`src/rtl/cpu_step_controller_pkg.sv`:
```
// Shared types and constants for the CPU step controller.
// Imported by the interface, the debouncer and the top.
package cpu_step_controller_pkg;

    typedef enum logic [1:0] {
        ST_IDLE = 2'b00,
        ST_RUN  = 2'b01,
        ST_STEP = 2'b10,
        ST_HALT = 2'b11
    } state_e;

    localparam int DEBOUNCE_CNT_DEF = 16;
    localparam int SYNC_STAGES      = 2;

endpackage

```
`src/rtl/cpu_step_controller_if.sv`:
```
// Board-side signal bundle for the CPU step controller.
// master = controller, slave = board/core side.
interface cpu_step_controller_if #(
    parameter int CNT_W = 32
);

    logic             tick_in;
    logic             btn_step;
    logic             sw_run;
    logic             halt_in;
    logic             cpu_en;
    logic [CNT_W-1:0] step_count;
    logic [1:0]       state_out;

    modport master (
        input  tick_in,
        input  btn_step,
        input  sw_run,
        input  halt_in,
        output cpu_en,
        output step_count,
        output state_out
    );

    modport slave (
        output tick_in,
        output btn_step,
        output sw_run,
        output halt_in,
        input  cpu_en,
        input  step_count,
        input  state_out
    );

endinterface

```
`src/rtl/cpu_step_controller_btn_debounce.sv`:
```
// Step button synchronizer, debouncer and press-edge pulse.
// A new level is accepted after DEBOUNCE_CNT differing samples.
module cpu_step_controller_btn_debounce
    import cpu_step_controller_pkg::*;
#(
    parameter int DEBOUNCE_CNT = DEBOUNCE_CNT_DEF
) (
    input  logic clk_in,
    input  logic rst,
    input  logic btn_i,
    output logic press_o
);

    localparam int CW = ($clog2(DEBOUNCE_CNT) > 0) ? $clog2(DEBOUNCE_CNT) : 1;
    localparam logic [CW-1:0] LAST = CW'(DEBOUNCE_CNT - 1);

    logic [SYNC_STAGES-1:0] sync_q;
    logic [CW-1:0]          cnt_q, cnt_d;
    logic                   level_q, level_d;
    logic                   level_prev_q;
    logic                   sample;

    assign sample = sync_q[SYNC_STAGES-1];

    always_comb begin
        cnt_d   = '0;
        level_d = level_q;
        if (sample != level_q) begin
            if (cnt_q == LAST) begin
                level_d = sample;
            end else begin
                cnt_d = cnt_q + CW'(1);
            end
        end
    end

    always_ff @(posedge clk_in) begin
        if (rst) begin
            sync_q       <= '0;
            cnt_q        <= '0;
            level_q      <= 1'b0;
            level_prev_q <= 1'b0;
        end else begin
            sync_q       <= {sync_q[SYNC_STAGES-2:0], btn_i};
            cnt_q        <= cnt_d;
            level_q      <= level_d;
            level_prev_q <= level_q;
        end
    end

    // Releases (1->0) deliberately produce nothing.
    assign press_o = level_q & ~level_prev_q;

endmodule

```
`src/rtl/cpu_step_controller.sv`:
```
// Turns divided-clock ticks and step presses into one-cycle core
// enables, with run/step/halt modes and a saturating step counter.
module cpu_step_controller
    import cpu_step_controller_pkg::*;
#(
    parameter int DEBOUNCE_CNT = DEBOUNCE_CNT_DEF,
    parameter int CNT_W        = 32
) (
    input  logic                 clk_in,
    input  logic                 rst,
    cpu_step_controller_if.master bus
);

    logic [SYNC_STAGES-1:0] tick_sync_q;
    logic                   tick_prev_q;
    logic [SYNC_STAGES-1:0] run_sync_q;
    state_e                 state_q, state_d;
    logic                   cpu_en_q;
    logic [CNT_W-1:0]       step_count_q, step_count_d;
    logic                   tick_rise;
    logic                   run_s;
    logic                   press;
    logic                   grant;

    cpu_step_controller_btn_debounce #(
        .DEBOUNCE_CNT(DEBOUNCE_CNT)
    ) u_btn (
        .clk_in (clk_in),
        .rst    (rst),
        .btn_i  (bus.btn_step),
        .press_o(press)
    );

    assign tick_rise = tick_sync_q[SYNC_STAGES-1] & ~tick_prev_q;
    assign run_s     = run_sync_q[SYNC_STAGES-1];

    // halt_in outranks every other input in every state.
    always_comb begin
        state_d = state_q;
        grant   = 1'b0;
        unique case (state_q)
            ST_IDLE: begin
                if (bus.halt_in)  state_d = ST_HALT;
                else if (run_s)   state_d = ST_RUN;
                else if (press)   state_d = ST_STEP;
            end
            ST_RUN: begin
                if (bus.halt_in)  state_d = ST_HALT;
                else if (!run_s)  state_d = ST_IDLE;
                else              grant   = tick_rise;
            end
            ST_STEP: begin
                if (bus.halt_in) begin
                    state_d = ST_HALT;
                end else if (tick_rise) begin
                    grant   = 1'b1;
                    state_d = ST_IDLE;
                end
            end
            ST_HALT: begin
                state_d = ST_HALT;
            end
        endcase
    end

    always_comb begin
        step_count_d = step_count_q;
        if (grant && (step_count_q != {CNT_W{1'b1}})) begin
            step_count_d = step_count_q + CNT_W'(1);
        end
    end

    always_ff @(posedge clk_in) begin
        if (rst) begin
            tick_sync_q  <= '0;
            tick_prev_q  <= 1'b0;
            run_sync_q   <= '0;
            state_q      <= ST_IDLE;
            cpu_en_q     <= 1'b0;
            step_count_q <= '0;
        end else begin
            tick_sync_q  <= {tick_sync_q[SYNC_STAGES-2:0], bus.tick_in};
            tick_prev_q  <= tick_sync_q[SYNC_STAGES-1];
            run_sync_q   <= {run_sync_q[SYNC_STAGES-2:0], bus.sw_run};
            state_q      <= state_d;
            cpu_en_q     <= grant;
            step_count_q <= step_count_d;
        end
    end

    assign bus.cpu_en     = cpu_en_q;
    assign bus.step_count = step_count_q;
    assign bus.state_out  = state_q;

endmodule
```
`src/flat_wrapper.sv`:
```
// flat-port wrapper written by rule: the top's interface ports become plain ports
module cpu_step_controller_flat import cpu_step_controller_pkg::*;
#(
    parameter int DEBOUNCE_CNT = DEBOUNCE_CNT_DEF,
    parameter int CNT_W        = 32
)
  (clk_in, rst, bus_tick_in, bus_btn_step, bus_sw_run, bus_halt_in, bus_cpu_en, bus_step_count, bus_state_out);
  cpu_step_controller_if #(.CNT_W(CNT_W)) bus_i ();
  input  logic clk_in;
  input  logic rst;
  input wire logic [$bits(bus_i.tick_in)-1:0] bus_tick_in;
  input wire logic [$bits(bus_i.btn_step)-1:0] bus_btn_step;
  input wire logic [$bits(bus_i.sw_run)-1:0] bus_sw_run;
  input wire logic [$bits(bus_i.halt_in)-1:0] bus_halt_in;
  output wire logic [$bits(bus_i.cpu_en)-1:0] bus_cpu_en;
  output wire logic [$bits(bus_i.step_count)-1:0] bus_step_count;
  output wire logic [$bits(bus_i.state_out)-1:0] bus_state_out;
  assign bus_i.tick_in = bus_tick_in;
  assign bus_i.btn_step = bus_btn_step;
  assign bus_i.sw_run = bus_sw_run;
  assign bus_i.halt_in = bus_halt_in;
  assign bus_cpu_en = bus_i.cpu_en;
  assign bus_step_count = bus_i.step_count;
  assign bus_state_out = bus_i.state_out;
  cpu_step_controller #(.DEBOUNCE_CNT(DEBOUNCE_CNT), .CNT_W(CNT_W)) u_core (.clk_in(clk_in), .rst(rst), .bus(bus_i));
endmodule
```
`config.mk`:
```
export PLATFORM = sky130hd
export DESIGN_NAME = cpu_step_controller_flat
export DESIGN_NICKNAME = d
export VERILOG_FILES = /design/src/rtl/cpu_step_controller_pkg.sv /design/src/rtl/cpu_step_controller_if.sv /design/src/rtl/cpu_step_controller_btn_debounce.sv /design/src/rtl/cpu_step_controller.sv /design/src/flat_wrapper.sv
export SDC_FILE = /design/constraint.sdc
export NUM_CORES = 1
export LEC_CHECK = 0
export BUFFER_PORTS_ARGS = -buffer_cell sky130_fd_sc_hd__buf_2
export CORE_UTILIZATION = 60
export DETAILED_ROUTE_END_ITERATION = 10
export PLACE_DENSITY = 0.89
export SETUP_SLACK_MARGIN = 0.15
export SLEW_MARGIN = 20
export SYNTH_ARGS = -nofsm -noshare
export SYNTH_HDL_FRONTEND = slang
export SYNTH_SLANG_ARGS = --single-unit
```
`constraint.sdc`:
```
create_clock -name clk_in -period 6.95 [get_ports clk_in]
set_input_delay 0.695 -clock clk_in [delete_from_list [all_inputs] [get_ports clk_in]]
set_output_delay 0.695 -clock clk_in [all_outputs]
set_load 0.01 [all_outputs]
```
==> metrics, run 1 <==
synth warn 0; Crit path required time around 7000 ps; Post-CTS Setup Bufs 0; Achievable Freq 0.368 GHz; ANT nets after route 0; first-pass GRT wire length approximately 9 mm; Worst VDD drop ~160 uV; Final Hold Fails 0; register area share after synthesis between 30% and 40%; Yosys cell types 43; Synth area leader dfxtp_1; worst slew pin tran around 990 ps; syn_nets ~290; GRT Resource Usage Total 28.0%; Clock Root Buffer clkbuf_8; GP Congestion 0.913; CTS tree built; Num CTS Buffers 5; maximum fanout along the worst path 16; Initial Util between 60% and 70%; global route overflow 0; mean post-synth cell area about 8.9 um^2; MaxCap Viol Count 0; DR vias/cell a little over 6; vias in the first global route between 2,000 and 2,500; RSZ-0062 raised after global routing false; Sum Neg Setup Slack 0 ps; Worst-path clk slew around 90 ps; Remaining DRCs 0; Max-Slew Margin vs Limit about 34%; total power draw 0.000597 W; Yosys reg bits 48; initial antenna violation count 0; Min-Delay Path Class reg2reg; num ports 41; WS Path Type reg2reg; Max clock buf depth 2; crit end category flip-flop; num rows 22; crit path time final 2710 ps; setup violators final 0; Vias approximately 2,200; worst skew pair latency ~310 ps; total wire length 5.54 mm; hold-critical path depth 1; Slew Viols, Final 0; status complete, no violations; Die X about 66 um; Setup Skew about 7.2 ps; Filler cells slightly below 300; iteration count of the initial detailed-routing pass 4; Routed WL per cell 15.5 um; Reg2Reg Depth 7; worst r2r src u_core.bus.state_out[0]$_SDFFE_PP0P_; Mapped Cells approximately 270; # port buffers 40; core area between 3000 and 4000 um^2; top-count cell post-synth dfxtp_1; period utilization about two fifths; leak pwr ~1.1 nW; Worst setup startpoint u_core.bus.state_out[0]$_SDFFE_PP0P_; H-Tree Depth 2; PostCTS Resize Cnt 0; DP HPWL about 3.7 mm; Die Ht ~66 um; hold wc startpoint u_core.u_btn.sync_q[0]$_SDFF_PP0_; Hold Buf Count CTS 0; Commonest cells post-synth 48 x dfxtp_1, 33 x nor2_1, 19 x a21oi_1, 19 x nor2b_1, 14 x nand4_1; CTS Sinks 48; largest net degree at the start of global routing 61; async set-reset flop share out of synthesis 0%; EDFF count, synth 0; ratio of cells with drive above 1 in the final layout 23.9%; # diodes 0; top-area cell type share of the netlist area slightly below 40%; DR iter-0 viols ~160; # nets final around 320; Synth area leaders dfxtp_1 39%, nor2_1 5.1%, nor2b_1 4.9%; Layout area overhead 13.9%; Top FF cell, synth dfxtp_1; Startpoint Class flip-flop; Cell Pwr Density ~210 nW/um^2; crit path DAT ~3000 ps; die area around 4300 um^2; cell area after synthesis 2440 um^2
==> logic make-up (layout without fill, tap and decap cells) <==
family                   after synthesis  after routing  synth area share, %
flip-flops                            48             48                 39.4
AO/OA/AOI/OAI                         41             41                 11.0
adder cells (fa/ha/maj)                7              7                 3.59
AND/OR/NAND/NOR                      136            136                 32.9
XOR/XNOR                               6              6                 2.15
buffers and inverters                 19             56                 3.33
multiplexers                          16             16                 7.74
==> cell usage in the layout (no fill, tap or decap), drive strengths merged, types with 8 or more instances in the layout <==
| cell type | Yosys | layout |
|---|---|---|
| or4 | 10 | 10 |
| nand4 | 15 | 15 |
| nor4 | 8 | 8 |
| nand2 | 13 | 13 |
| mux2 | 14 | 14 |
| buf | 5 | 41 |
| o31ai | 9 | 9 |
| nand3 | 8 | 8 |
| dfxtp | 48 | 48 |
| a21oi | 19 | 19 |
| nor2 | 33 | 33 |
| nor2b | 19 | 19 |
==> layout make-up <==
| class | instances | area, um^2 | area share (%) |
|---|---|---|---|
| clock inverters | 3 | 47.5 | 1.71 |
| well taps | 48 | 60.1 | 2.16 |
| clock buffers | 5 | 68.8 | 2.47 |
| inverters | 7 | 26.3 | 0.945 |
| flip-flops and latches | 48 | 961 | 34.5 |
| repair buffers | 41 | 211 | 7.60 |
| multi-input cells | 206 | 1410 | 50.6 |
==> registers in the layout, indices dropped and copies added (netlist names) <==
register                   flops
u_core.bus.cpu_en              1
u_core.bus.state_out           2
u_core.bus.step_count         32
u_core.run_sync_q              2
u_core.tick_prev_q             1
u_core.tick_sync_q             2
u_core.u_btn.cnt_q             4
u_core.u_btn.level_prev_q      1
u_core.u_btn.level_q           1
u_core.u_btn.sync_q            2
==> per-stage QoR <==
stage                     hold slack [ps]  utilization (%)  instance area, um^2  worst slack (ps)  cells
after floorplan                       414                -                 2440              4540    273
after global placement                416             70.2                 2650              4360    349
after detailed placement              433             70.2                 2650              4260    349
after CTS                             455             73.3                 2760              4270    357
after global routing                  471             73.8                 2780              4070    358
final                                 447             73.8                 2780              4240    358
==> power breakdown <==
part / total, W / switching (W) / internal, W
Clock: 0.000208 / 0.0000993 / 0.000108
Combinational: 0.0000975 / 0.0000548 / 0.0000427
Sequential: 0.000291 / 0.00000870 / 0.000283
Total: 0.000597 / 0.000163 / 0.000434
==> worst max-delay path: stages (launching register included) <==
cell	delay (ps)
dfxtp_1	430
inv_1	110
ha_1	350
nand4bb_4	130
or2_1	470
or3_1	560
or4_1	440
a21oi_1	150
==> final timing paths <==
kind                                            endpoint  slack [ps]
setup / recovery  u_core.bus.step_count[13]$_SDFFE_PP0P_        4240
hold / removal         u_core.u_btn.sync_q[1]$_SDFF_PP0_         450
setup reg to reg  u_core.bus.step_count[13]$_SDFFE_PP0P_        4240
hold reg to reg        u_core.u_btn.sync_q[1]$_SDFF_PP0_         450
==> per-layer routing <==
layer,track usage [%],part of all wire [%]
met1,32.3,42
met2,47.3,50
met3,7.07,6.0
met4,14.4,2.4
met5,0,0
No activity file was read; power rests on OpenSTA's default activity.
==> run 2, diff against run 1 <==
CORE_UTILIZATION = 50   (was 60)
PLACE_DENSITY = 0.8   (was 0.89)
clock period = 2.3 ns   (was 6.95 ns; I/O delays follow)
==> metrics, run 2 (same netlist as run 1, synthesis figures left out) <==
hold wc startpoint bus_sw_run; worst r2r src u_core.bus.step_count[21]$_SDFFE_PP0P_; # port buffers 40 (unchanged); # nets final 345 (+7.1%); # diodes 0 (unchanged); Sum Neg Setup Slack 0 ps (unchanged); setup violators final 0 (unchanged); Finished Core Util 63.8% (-10 points); Hold Path Sink u_core.run_sync_q[0]$_SDFF_PP0_; crit path time final 2150 ps (-564 ps); Largest delay share family, worst path simple AND/OR/NAND/NOR gates; Initial Util 51.7% (-13 points); WS Path Type reg2reg; num rows 25 (+14%); capture point of the worst reg-to-reg path u_core.bus.step_count[2]$_SDFFE_PP0P_; Num CTS Buffers 5 (unchanged); period utilization 93.5% (+54 points); core area 4720 um^2 (+25%); dpl cell area 2840 um^2 (+7.2%); Startpoint Class flip-flop; die area 5170 um^2 (+19%); Slowest-stage cell, CP or4_4; crit end category flip-flop; dpl cells 387 (+11%); RSZ-0062 raised after global routing true; DR iter-0 viols 109 (-31%); H-Tree Depth 2 (unchanged); initial antenna violation count 0 (unchanged); vias in the first global route 2,057 (-2.1%); crit path DAT 2360 ps (-590 ps); total wire length 5.53 mm (-0.14%); status complete, no violations; Vias 2,259 (+2.9%); ANT nets after route 0 (unchanged); Cell Pwr Density 598 nW/um^2 (+180%); Crit path required time 2510 ps (-4680 ps); Worst VDD drop 489 uV (+200%); Slew Viols, Final 0 (unchanged); highest routed layer met4; worst slew pin tran 854 ps (-140 ps); MaxCap Viol Count 0 (unchanged); Worst-path clk slew 100 ps (about the same); CP cell instances nand4_1 > or2_4 > or4_4 > and3_1 > mux2_4; ratio of cells with drive above 1 in the final layout 34.2% (+10 points); met1 WL 2.44 mm (+5.9%); Max-Slew Margin vs Limit 43.1% (+9.3 points); first-pass GRT wire length 9.34 mm (+1.1%); Filler cells 396 (+37%); hold-critical path depth 2 (+1); Max clock buf depth 2 (unchanged); CTS Sinks 48 (unchanged); metal2 WL 2.70 mm (-2.6%); Die Ht 71.9 um (+9.2%); Remaining DRCs 0 (unchanged); num ports 41 (unchanged); Layout Cell Area excl Fill 3010 um^2 (+8.3%); leak pwr 1.23 nW (+11%); GP Congestion 0.844 (-7.6%); Worst Path Buf+Inv 0 (-1); GRT Resource Usage Total 22.9% (-5.1 points); Final Hold Fails 0 (unchanged); Clock Root Buffer clkbuf_8; commonest non-fill, non-tap cell in the layout dfxtp_1; Setup Skew 8.75 ps (+1.56 ps); fin cells 400 (+12%); flop-to-flop setup slack 150 ps (-4090 ps); Die X 71.9 um (+9.2%); Achievable Freq 0.465 GHz (+26%); iteration count of the initial detailed-routing pass 4 (unchanged); DP HPWL 3.90 mm (+4.8%); Routed WL per cell 13.8 um (-11%); met3 routed WL 298 um (-11%); global route overflow 0 (unchanged); Min-Delay Path Class in2reg; max FFs per register 32 (unchanged); maximum fanout along the worst path 6 (-10); Hold Buf Count CTS 0 (unchanged); Reg2Reg Depth 5 (-2); worst skew pair latency 310 ps (about the same); Layout area overhead 23.4%; CTS tree built; largest net degree at the start of global routing 48 (-21%); max incr delay on CP 570 ps (about the same); most frequent cells in the layout 43 x dfxtp_1, 40 x buf_2, 32 x nor2_1; DR vias/cell 5.65 (-7.9%)
run 2: changes by cell type in the layout (fill, tap and decap cells not counted), sizes merged:
cell and change:
inv +2, clkinv -1, bufinv -1, buf +23
run 2: through the flow:
step                setup slack, ps  total power (W)  hold WS (ps)
detailed placement             94.9          0.00125           433
global placement                164          0.00123           417
global route                   95.2          0.00190           101
floorplan                       148          0.00117           358
CTS                             156          0.00179           114
finish                          149          0.00180           117
run 2: worst max path at each step:
stage                                                 from                                      to  slack [ps]  cells after the start
finish              u_core.bus.step_count[21]$_SDFFE_PP0P_   u_core.bus.step_count[2]$_SDFFE_PP0P_         150                      5
global route        u_core.bus.step_count[21]$_SDFFE_PP0P_   u_core.bus.step_count[2]$_SDFFE_PP0P_         100                      5
CTS                  u_core.bus.step_count[1]$_SDFFE_PP0P_   u_core.bus.step_count[2]$_SDFFE_PP0P_         160                      6
detailed placement    u_core.bus.state_out[1]$_SDFFE_PP0P_  u_core.bus.step_count[30]$_SDFFE_PP0P_          90                      7
global placement      u_core.bus.state_out[1]$_SDFFE_PP0P_  u_core.bus.step_count[30]$_SDFFE_PP0P_         160                      7
floorplan             u_core.bus.state_out[1]$_SDFFE_PP0P_  u_core.bus.step_count[11]$_SDFFE_PP0P_         150                      9
run 2: worst register-to-register path: stages (launching register included):
cell     delay (ps)
dfxtp_1         430
nand4_1         200
or2_4           320
or4_4           570
and3_1          220
mux2_4          290
run 2: area by class of cell:
cell class / instances / area (um^2) / area share [%]
Tap cell: 67 / 83.8 / 2.78
Timing Repair Buffer: 64 / 380 / 12.6
Sequential cell: 48 / 972 / 32.3
Clock buffer: 5 / 68.8 / 2.28
Inverter: 7 / 31.3 / 1.04
Clock inverter: 3 / 26.3 / 0.872
Multi-Input combinational cell: 206 / 1450 / 48.1
run 2: repair_timing:
action / in CTS / in global routing
pin swaps: 1 / 2
endpoints found under the hold margin: 0 / 0
gates resized for setup: 2 / 11
buffers inserted: 2 / 3
setup endpoints to repair: 6 / 16
run 2: metal layers:
layer,track usage (%),vias to the layer above
li1,-,1117
met1,29.0,1060
met2,37.8,72
met3,5.77,10
met4,8.06,0
met5,0,-
run 2: power by group:
group	switching, W	internal (W)
registers	0.0000305	0.000865
clock network	0.000316	0.000224
logic	0.000186	0.000178
